<file path="src/rtl/cle_bit_collector.sv">
`default_nettype none
// ============================================================================
// cle_bit_collector : collects NBITS lock-response bits from qualified bus
// reads and compares the result against SIG.                    Rev 1.0
// ============================================================================
module cle_bit_collector #(
  parameter int               NBITS   = 16,
  parameter logic [NBITS-1:0] SIG     = 16'hA5C3,
  parameter int               TIMEOUT = 1023
) (
  input  logic             clk,
  input  logic             rst_n,
  input  logic             SSER,
  input  logic             BA13,
  input  logic             BA12,
  input  logic             BR_W,
  input  logic             SDRD,
  input  logic             arm,
  output logic             busy,
  output logic             done,
  output logic             match,
  output logic             err,
  output logic [NBITS-1:0] data,
  output logic [5:0]       bit_cnt
);

  localparam int         TW       = (TIMEOUT > 1) ? $clog2(TIMEOUT + 1) : 1;
  localparam logic [TW-1:0] T_LAST = TW'(TIMEOUT - 1);
  localparam logic [5:0] NB       = 6'(NBITS);

  typedef enum logic [1:0] {
    IDLE    = 2'd0,
    ARMED   = 2'd1,
    CAPTURE = 2'd2,
    FINISH  = 2'd3
  } state_t;

  state_t        state;
  logic          qr_d1, qr_d2, qr_d3;
  logic          sdrd_d1, sdrd_d2;
  logic          bit_q;
  logic [2:0]    vld;
  logic [TW-1:0] tcnt;
  logic          qr;
  logic          rd_ev;

  assign qr = ~SSER & ~BA13 & BA12 & BR_W;

  // vld[2] marks qr_d3 as a genuine post-reset sample, so a read already in
  // progress when reset is released cannot look like a fresh rising edge.
  assign rd_ev = qr_d2 & ~qr_d3 & vld[2];

  always_ff @(posedge clk or negedge rst_n) begin
    if (!rst_n) begin
      state   <= IDLE;
      qr_d1   <= 1'b0;
      qr_d2   <= 1'b0;
      qr_d3   <= 1'b0;
      sdrd_d1 <= 1'b0;
      sdrd_d2 <= 1'b0;
      bit_q   <= 1'b0;
      vld     <= 3'b000;
      tcnt    <= '0;
      busy    <= 1'b0;
      done    <= 1'b0;
      match   <= 1'b0;
      err     <= 1'b0;
      data    <= '0;
      bit_cnt <= '0;
    end else begin
      qr_d1   <= qr;
      qr_d2   <= qr_d1;
      qr_d3   <= qr_d2;
      sdrd_d1 <= SDRD;
      sdrd_d2 <= sdrd_d1;
      vld     <= {vld[1:0], 1'b1};
      done    <= 1'b0;

      if (arm) begin
        state   <= ARMED;
        data    <= '0;
        bit_cnt <= '0;
        err     <= 1'b0;
        match   <= 1'b0;
        tcnt    <= '0;
        busy    <= 1'b1;
      end else begin
        case (state)
          IDLE: ;
          ARMED: begin
            if (rd_ev) begin
              bit_q <= sdrd_d2;
              tcnt  <= '0;
              state <= CAPTURE;
            end else if (tcnt == T_LAST) begin
              err   <= 1'b1;
              done  <= 1'b1;
              state <= FINISH;
            end else begin
              tcnt <= tcnt + 1'b1;
            end
          end
          CAPTURE: begin
            data <= {data[NBITS-2:0], bit_q};
            if (bit_cnt < NB) bit_cnt <= bit_cnt + 6'd1;
            if (bit_cnt >= NB - 6'd1) begin
              done  <= 1'b1;
              state <= FINISH;
            end else begin
              state <= ARMED;
            end
          end
          FINISH: begin
            match <= (data == SIG) & ~err;
            busy  <= 1'b0;
            state <= IDLE;
          end
          default: state <= IDLE;
        endcase
      end
    end
  end

endmodule
`default_nettype wire

</file>
<file path="config.mk">
export PLATFORM = sky130hd
export DESIGN_NAME = cle_bit_collector
export DESIGN_NICKNAME = d
export VERILOG_FILES = /design/src/rtl/cle_bit_collector.sv
export SDC_FILE = /design/constraint.sdc
export NUM_CORES = 1
export LEC_CHECK = 0
export CORE_ASPECT_RATIO = 1.5
export CORE_MARGIN = 1.5
export CORE_UTILIZATION = 53
export CTS_CLUSTER_SIZE = 20
export DETAILED_ROUTE_END_ITERATION = 8
export GPL_ROUTABILITY_DRIVEN = 0
export PLACE_DENSITY = 0.88
export REMOVE_ABC_BUFFERS = 1
export SLEW_MARGIN = 5
export SYNTH_ARGS = -nofsm -noshare
export SYNTH_HDL_FRONTEND = slang
export SYNTH_SLANG_ARGS = --single-unit
</file>
<file path="constraint.sdc">
create_clock -name clk -period 2.4 [get_ports clk]
set_clock_uncertainty 0.1 [all_clocks]
set_input_delay 0.24 -clock clk [delete_from_list [all_inputs] [get_ports clk]]
set_output_delay 0.24 -clock clk [all_outputs]
set_load 0.1 [all_outputs]
</file>
==> summary.txt, run 1 <==
Yosys
  • Seq/Total Area, Yosys: 53.3%
  • Synth Area in XOR/XNOR: a little under 2%
  • Synth Cell Area: between 2000 and 2500 um^2
  • Synthesis-stage register bit count: 47
  • Syn_area_per_cell: 11.0 um^2
  • Number of flops mapped to enable cells by yosys: 0
  • Synth cell types: 53
  • Synth Area in Adders: 3.40%
  • Cells after Synth: 201
  • Synth Area in Compound Gates: 10.5%
  • Mux contribution to synthesized area: a little under a tenth
  • Asr flop ratio synth: 100%
  • Main combinational cell family by area after synthesis: simple AND/OR/NAND/NOR gates
  • Simple-Gate Fraction of Synth Area: around a fifth
  • Yosys Warn Count: 0
  • Ys flop type: dfrtp_1

Floorplanning
  • Rows: 28
  • Top Ports: 34
  • Die width: 55.7 um
  • Die Area: 4570 um^2
  • Die height: 82.1 um
  • Initial cell density of the core: 55.8%
  • CORE AREA: 3960 um^2

Clocking
  • Clock Sink Count: 47
  • CTS Buf Count: 5
  • CTS max path bufs: 2
  • CTS tree: built
  • Clk_lat worst skew: 300 ps
  • Clk slew on worst S/H paths: 80 ps
  • CTS root buffer: clkbuf_8
  • Number of H-tree levels: 2

Timing
  • Max Slew Vio Count: 0
  • Fmax: 516 MHz
  • Hold WS: 263 ps
  • Final hold violation count: 0
  • Final period utilization: roughly four fifths
  • RSZ-0062 raised after global routing: no
  • Crit path time final: 1940 ps
  • Final Setup Violations: 0
  • Final setup TNS: 0 ps

Placement
  • PortBufs: 33
  • # placed instances: 277
  • HPWL Detailed: ~3.2 mm

Detailed routing
  • DRC errors left: 0
  • Wire per inst: 15.5 um
  • Vias: around 1,700
  • DRT Pass-1 Iters: 4
  • Vias per Instance: 5.77
  • DRT iter0 DRCs: 36
  • DRT Wirelength: 4.44 mm
  • DRT antenna net count: 0

Worst setup path
  • RR Startpoint: tcnt[0]
  • CP required: 2510 ps
  • R2R cell count: 7
  • FF-to-FF End: done
  • Crit end category: flop
  • Worst path slowest cell: dfrtp_1
  • Worst Path Max Fanout: 8
  • CP max stage delay: 480 ps
  • Worst setup SP type: flop
  • CP cell instances: inv_1 -> ha_1 -> nand2_1 -> nor3_2 -> buf_4 -> nand3_2 -> a211oi_2
  • CP endpoint: done
  • R2r setup slk: 460 ps
  • Setup CP Type: flop to flop
  • Beginning of the critical path: tcnt[0]
  • Crit path DAT: 2050 ps

Layout
  • Nets: 254
  • Layout cells sized above 1: 20.7%
  • Non-filler cells in the finished layout: 286
  • Area growth, synth to finish: 20.5%
  • ANT cells: 0
  • Filler cells: 313
  • Seq. cell area: 1180 um^2
  • Area of the multi-input gates: 972 um^2

Worst hold path
  • Hold Crit Class: flop to flop

Job
  • Max-cap violations: 0

Power
  • Leakage: ~1.2 nW
  • Peak VDD IR: a little over 0.9 mV
  • Power per Cell Area: 737 nW/um^2

Global route
  • GRT Total Usage: 21.5%
  • Vias in the first global route: 1,639
  • First-pass GRT wire length: 7.64 mm
  • Remaining Overflow, GRT: 0
  • Largest net degree at the start of global routing: 48
  • Initial antenna violation count: 0

Status
  • Status: finished, final reports clean
==> worst max-delay path: cells and delay by family (launching register included) <==
kind                     cells  cell delay [ps]
buffers and inverters        2              320
AO/OA/AOI/OAI                1              230
adder cells (fa/ha/maj)      1              200
flip-flops                   1              480
AND/OR/NAND/NOR              3              520
==> placed cells by master, fill, tap and decap left out, types with 2 or more instances in the layout <==
cell type,instances
buf_4,30
nor2_1,32
o21ai_0,3
and4_1,2
a211o_1,2
inv_1,6
a21o_1,3
nand3_2,2
xnor2_1,3
nor3_1,2
clkdlybuf4s50_1,6
nand4_1,6
mux2i_1,19
a41oi_1,2
clkbuf_8,5
a21oi_1,7
ha_1,6
nor4_1,2
xor2_1,2
dfrtp_1,47
nand2_1,14
nand3_1,3
==> area by class of cell <==
cell class / instances / share of cell area, %
flip-flops and latches: 47 / 44.2
multi-input cells: 141 / 36.5
repair buffers: 39 / 12.0
clock buffers: 5 / 2.59
well taps: 45 / 2.12
clock inverters: 3 / 1.65
inverters: 6 / 0.847
==> what timing repair did <==
item / CTS / global route
setup buffers: 0 / 0
hold buffers: 1 / 0
gates resized for setup: 0 / 0
endpoints found under the hold margin: 47 / 0
==> worst min-delay path by stage <==
| stage | startpoint | end | slack [ps] | depth (start not counted) |
|---|---|---|---|---|
| floorplan | rst_n | bit_cnt[0] | -160 | 0 |
| global placement | rst_n | data[9] | 140 | 2 |
| detailed placement | rst_n | data[9] | 140 | 2 |
| CTS | sdrd_d1 | sdrd_d2 | 260 | 0 |
| global route | SDRD | sdrd_d1 | 270 | 1 |
| finish | sdrd_d1 | sdrd_d2 | 260 | 0 |
==> state kept, by name, summed over array words and instances, names as in the netlist <==
register and cells:
data 16, tcnt 10, bit_cnt 6, vld 3
state 2, bit_q 1, busy 1, done 1
err 1, match 1, qr_d1 1, qr_d2 1
qr_d3 1, sdrd_d1 1, sdrd_d2 1
==> report_power, final <==
group          switching [mW]  internal (mW)
sequential             0.0716          0.844
clock                   0.259          0.310
combinational           0.310          0.167
==> through the flow <==
step | utilization [%] | area [um^2] | power [mW] | setup WS, ps
after floorplan | - | 2170 | 1.26 | 170
after global placement | 64.1 | 2540 | 1.39 | 478
after detailed placement | 64.1 | 2540 | 1.40 | 441
after CTS | 67.2 | 2660 | 1.98 | 495
after global routing | 67.2 | 2660 | 2.06 | 382
final | 67.2 | 2660 | 1.96 | 460
==> logic make-up (layout without fill, tap and decap cells) <==
| logic type | count (synthesis) | count (layout) |
|---|---|---|
| buf+inv | 13 | 53 |
| compound gates | 30 | 30 |
| other cells | 1 | 1 |
| simple gates | 79 | 79 |
| flops | 47 | 47 |
| mux | 20 | 20 |
| xor+xnor | 5 | 5 |
| fa+ha+maj | 6 | 6 |
==> synthesized netlist by cell type (all sizes together) (2+ instances only) <==
library cell | n | area, um^2
or2 | 2 | 12.5
a41oi | 2 | 17.5
a211oi | 2 | 20.0
a211o | 2 | 17.5
ha | 6 | 75.1
nand2 | 15 | 58.8
xor2 | 2 | 17.5
nor4 | 2 | 12.5
nor3 | 3 | 20.0
and4 | 2 | 17.5
clkbuf | 3 | 11.3
inv | 6 | 22.5
a21oi | 7 | 35.0
a21o | 3 | 22.5
nand4 | 6 | 37.5
dfrtp | 47 | 1180
nand3 | 5 | 35.0
mux2i | 19 | 190
nor2 | 32 | 120
xnor2 | 3 | 26.3
o211ai | 2 | 20.0
buf | 4 | 26.3
o21ai | 4 | 20.0
==> routing by layer <==
layer  global-route usage (%)  vias to the layer above  part of all wire (%)
li1                         -                      796                     -
met4                     7.56                        0                   1.8
met5                        0                        -                     0
met1                     26.2                      812                    42
met2                     37.6                       35                    53
met3                     4.88                        8                   3.3
Power figures use the tool's default switching activity.
==> run 2, diff against run 1 <==
- clock period: 2.4 -> 1.95 ns (I/O delays scaled with it)
==> summary.txt, run 2 (same netlist as run 1, synthesis figures left out) <==
Global route
  • Remaining Overflow, GRT: 0
  • GRT Total Usage: 21.9%
  • Vias in the first global route: 1,617
  • First-pass GRT wire length: 7.71 mm
  • Largest net degree at the start of global routing: 31
  • Initial antenna violation count: 0

Worst setup path
  • R2r setup slk: roughly 180 ps
  • Cell depth of the worst setup path: 7
  • Worst setup SP type: flop
  • Setup CP Type: flop to flop
  • Worst path slowest cell: dfrtp_1
  • Crit end category: flop
  • CP required: 2080 ps
  • Beginning of the critical path: tcnt[0]
  • Worst Path Max Fanout: 7
  • Crit path DAT: 1900 ps
  • CP cell instances: inv_1 -> ha_1 -> nand2_1 -> nor3_2 -> buf_4 -> a21o_1 -> o2bb2ai_1
  • RR Startpoint: tcnt[0]
  • CP top delay family: simple AND/OR/NAND/NOR gates
  • FF-to-FF End: tcnt[1]
  • R2R cell count: 7
  • CP max stage delay: approximately 390 ps
  • Buf/Inv on CP: 2

Layout
  • Layout cells sized above 1: between 20 and 25%
  • ANT cells: 0
  • Max reg flops: 16
  • Nets: 258
  • Leading cell type in the layout, fill and taps excluded: dfrtp_1
  • Biggest register: data
  • Largest registers: data x16, tcnt x10, bit_cnt x6
  • Most frequent cells in the layout: dfrtp_1, buf_4, nor2_1, mux2i_1, nand2_1
  • Area growth, synth to finish: 21.4%
  • Design area: roughly 2700 um^2
  • Post-layout util: 67.7%

Clocking
  • CTS tree: built
  • Clk_lat worst skew: 300 ps
  • CTS max path bufs: 2
  • Clk slew on worst S/H paths: 80 ps
  • CTS root buffer: clkbuf_8
  • Number of H-tree levels: 2
  • Clock Sink Count: 47
  • CTS Buf Count: 5

Floorplanning
  • CORE AREA: ~4000 um^2
  • Rows: 28
  • Die width: 55.7 um
  • Die Area: about 4600 um^2
  • Initial cell density of the core: 55.8%
  • Die height: 82.1 um
  • Top Ports: 34

Timing
  • Max-slew headroom: 63.0%
  • Final Setup Violations: 0
  • Worst-Margin Slew: 555 ps
  • Final hold violation count: 0
  • Crit path time final: about 1800 ps
  • Hold WS: approximately 240 ps
  • Fmax: 564 MHz
  • Final period utilization: 90.9%
  • Max Slew Vio Count: 0
  • RSZ-0062 raised after global routing: no

Placement
  • Area post-placement: 2550 um^2
  • PortBufs: 33
  • HPWL Detailed: 3.21 mm

Detailed routing
  • DRT Pass-1 Iters: 4
  • DRC errors left: 0
  • Vias: 1,682
  • DRT antenna net count: 0
  • DRT Wirelength: 4.54 mm
  • DRT iter0 DRCs: 61
  • Vias per Instance: 5.80
  • Wire per inst: 15.7 um

Worst hold path
  • WHS Endpoint: sdrd_d1
  • HP Start: SDRD
  • Hold Crit Class: input port to flop
  • Hold path depth: 1

Status
  • Status: finished, final reports clean

Job
  • Max-cap violations: 0

Power
  • Peak VDD IR: 0.759 mV
  • Leakage: 1.25 nW
  • Power per Cell Area: 887 nW/um^2
-- run 2: cell types whose count changed in the layout (fill, tap and decap cells not counted), sizes merged --
cell,before,now
bufinv,1,0
buf,32,36
clkbuf,5,7
clkinv,2,1
-- run 2: cell type report --
type | instances | area [um^2]
well taps | 45 | 56.3
inverters | 6 | 22.5
repair buffers | 43 | 350
multi-input cells | 141 | 981
clock buffers | 7 | 86.3
clock inverters | 1 | 8.76
flip-flops and latches | 47 | 1180
fillers | 297 | 1280
-- run 2: worst max path at each step --
| stage | end | slack [ps] |
|---|---|---|
| 6_report | tcnt[1] | 180 |
| 3_3_place_gp | tcnt[6] | 180 |
| 2_1_floorplan | bit_cnt[3] | -280 |
| 5_1_grt | tcnt[8] | 60 |
| 3_5_place_dp | tcnt[6] | 150 |
| 4_1_cts | bit_cnt[3] | 130 |
-- run 2: metrics by stage --
stage                     instances  power [mW]  setup WS, ps  TNS, ps
after floorplan                 194        1.55          -280     -816
after global placement          279        1.74           181        0
after detailed placement        279        1.76           147        0
after CTS                       288        2.36           132        0
after global routing            290        2.50          56.9        0
final                           290        2.38           177        0
-- run 2: power breakdown --
group	internal [mW]	leakage [nW]	switching [mW]
combinational	0.252	0.565	0.420
clock	0.290	0.0484	0.320
sequential	1.04	0.632	0.0571
-- run 2: per-layer routing --
metal,global-route usage (%),part of all wire (%),routed length (um)
met1,28.3,43,1930
met2,36.8,51,2310
met3,5.04,4.8,218
met4,7.07,1.7,76
met5,0,0,0
-- run 2: timing repair --
item	CTS	global route
resized for setup	0	2
hold endpoints to repair	22	0
setup endpoints to repair	0	2
hold buffers	1	0
buffers inserted	0	2
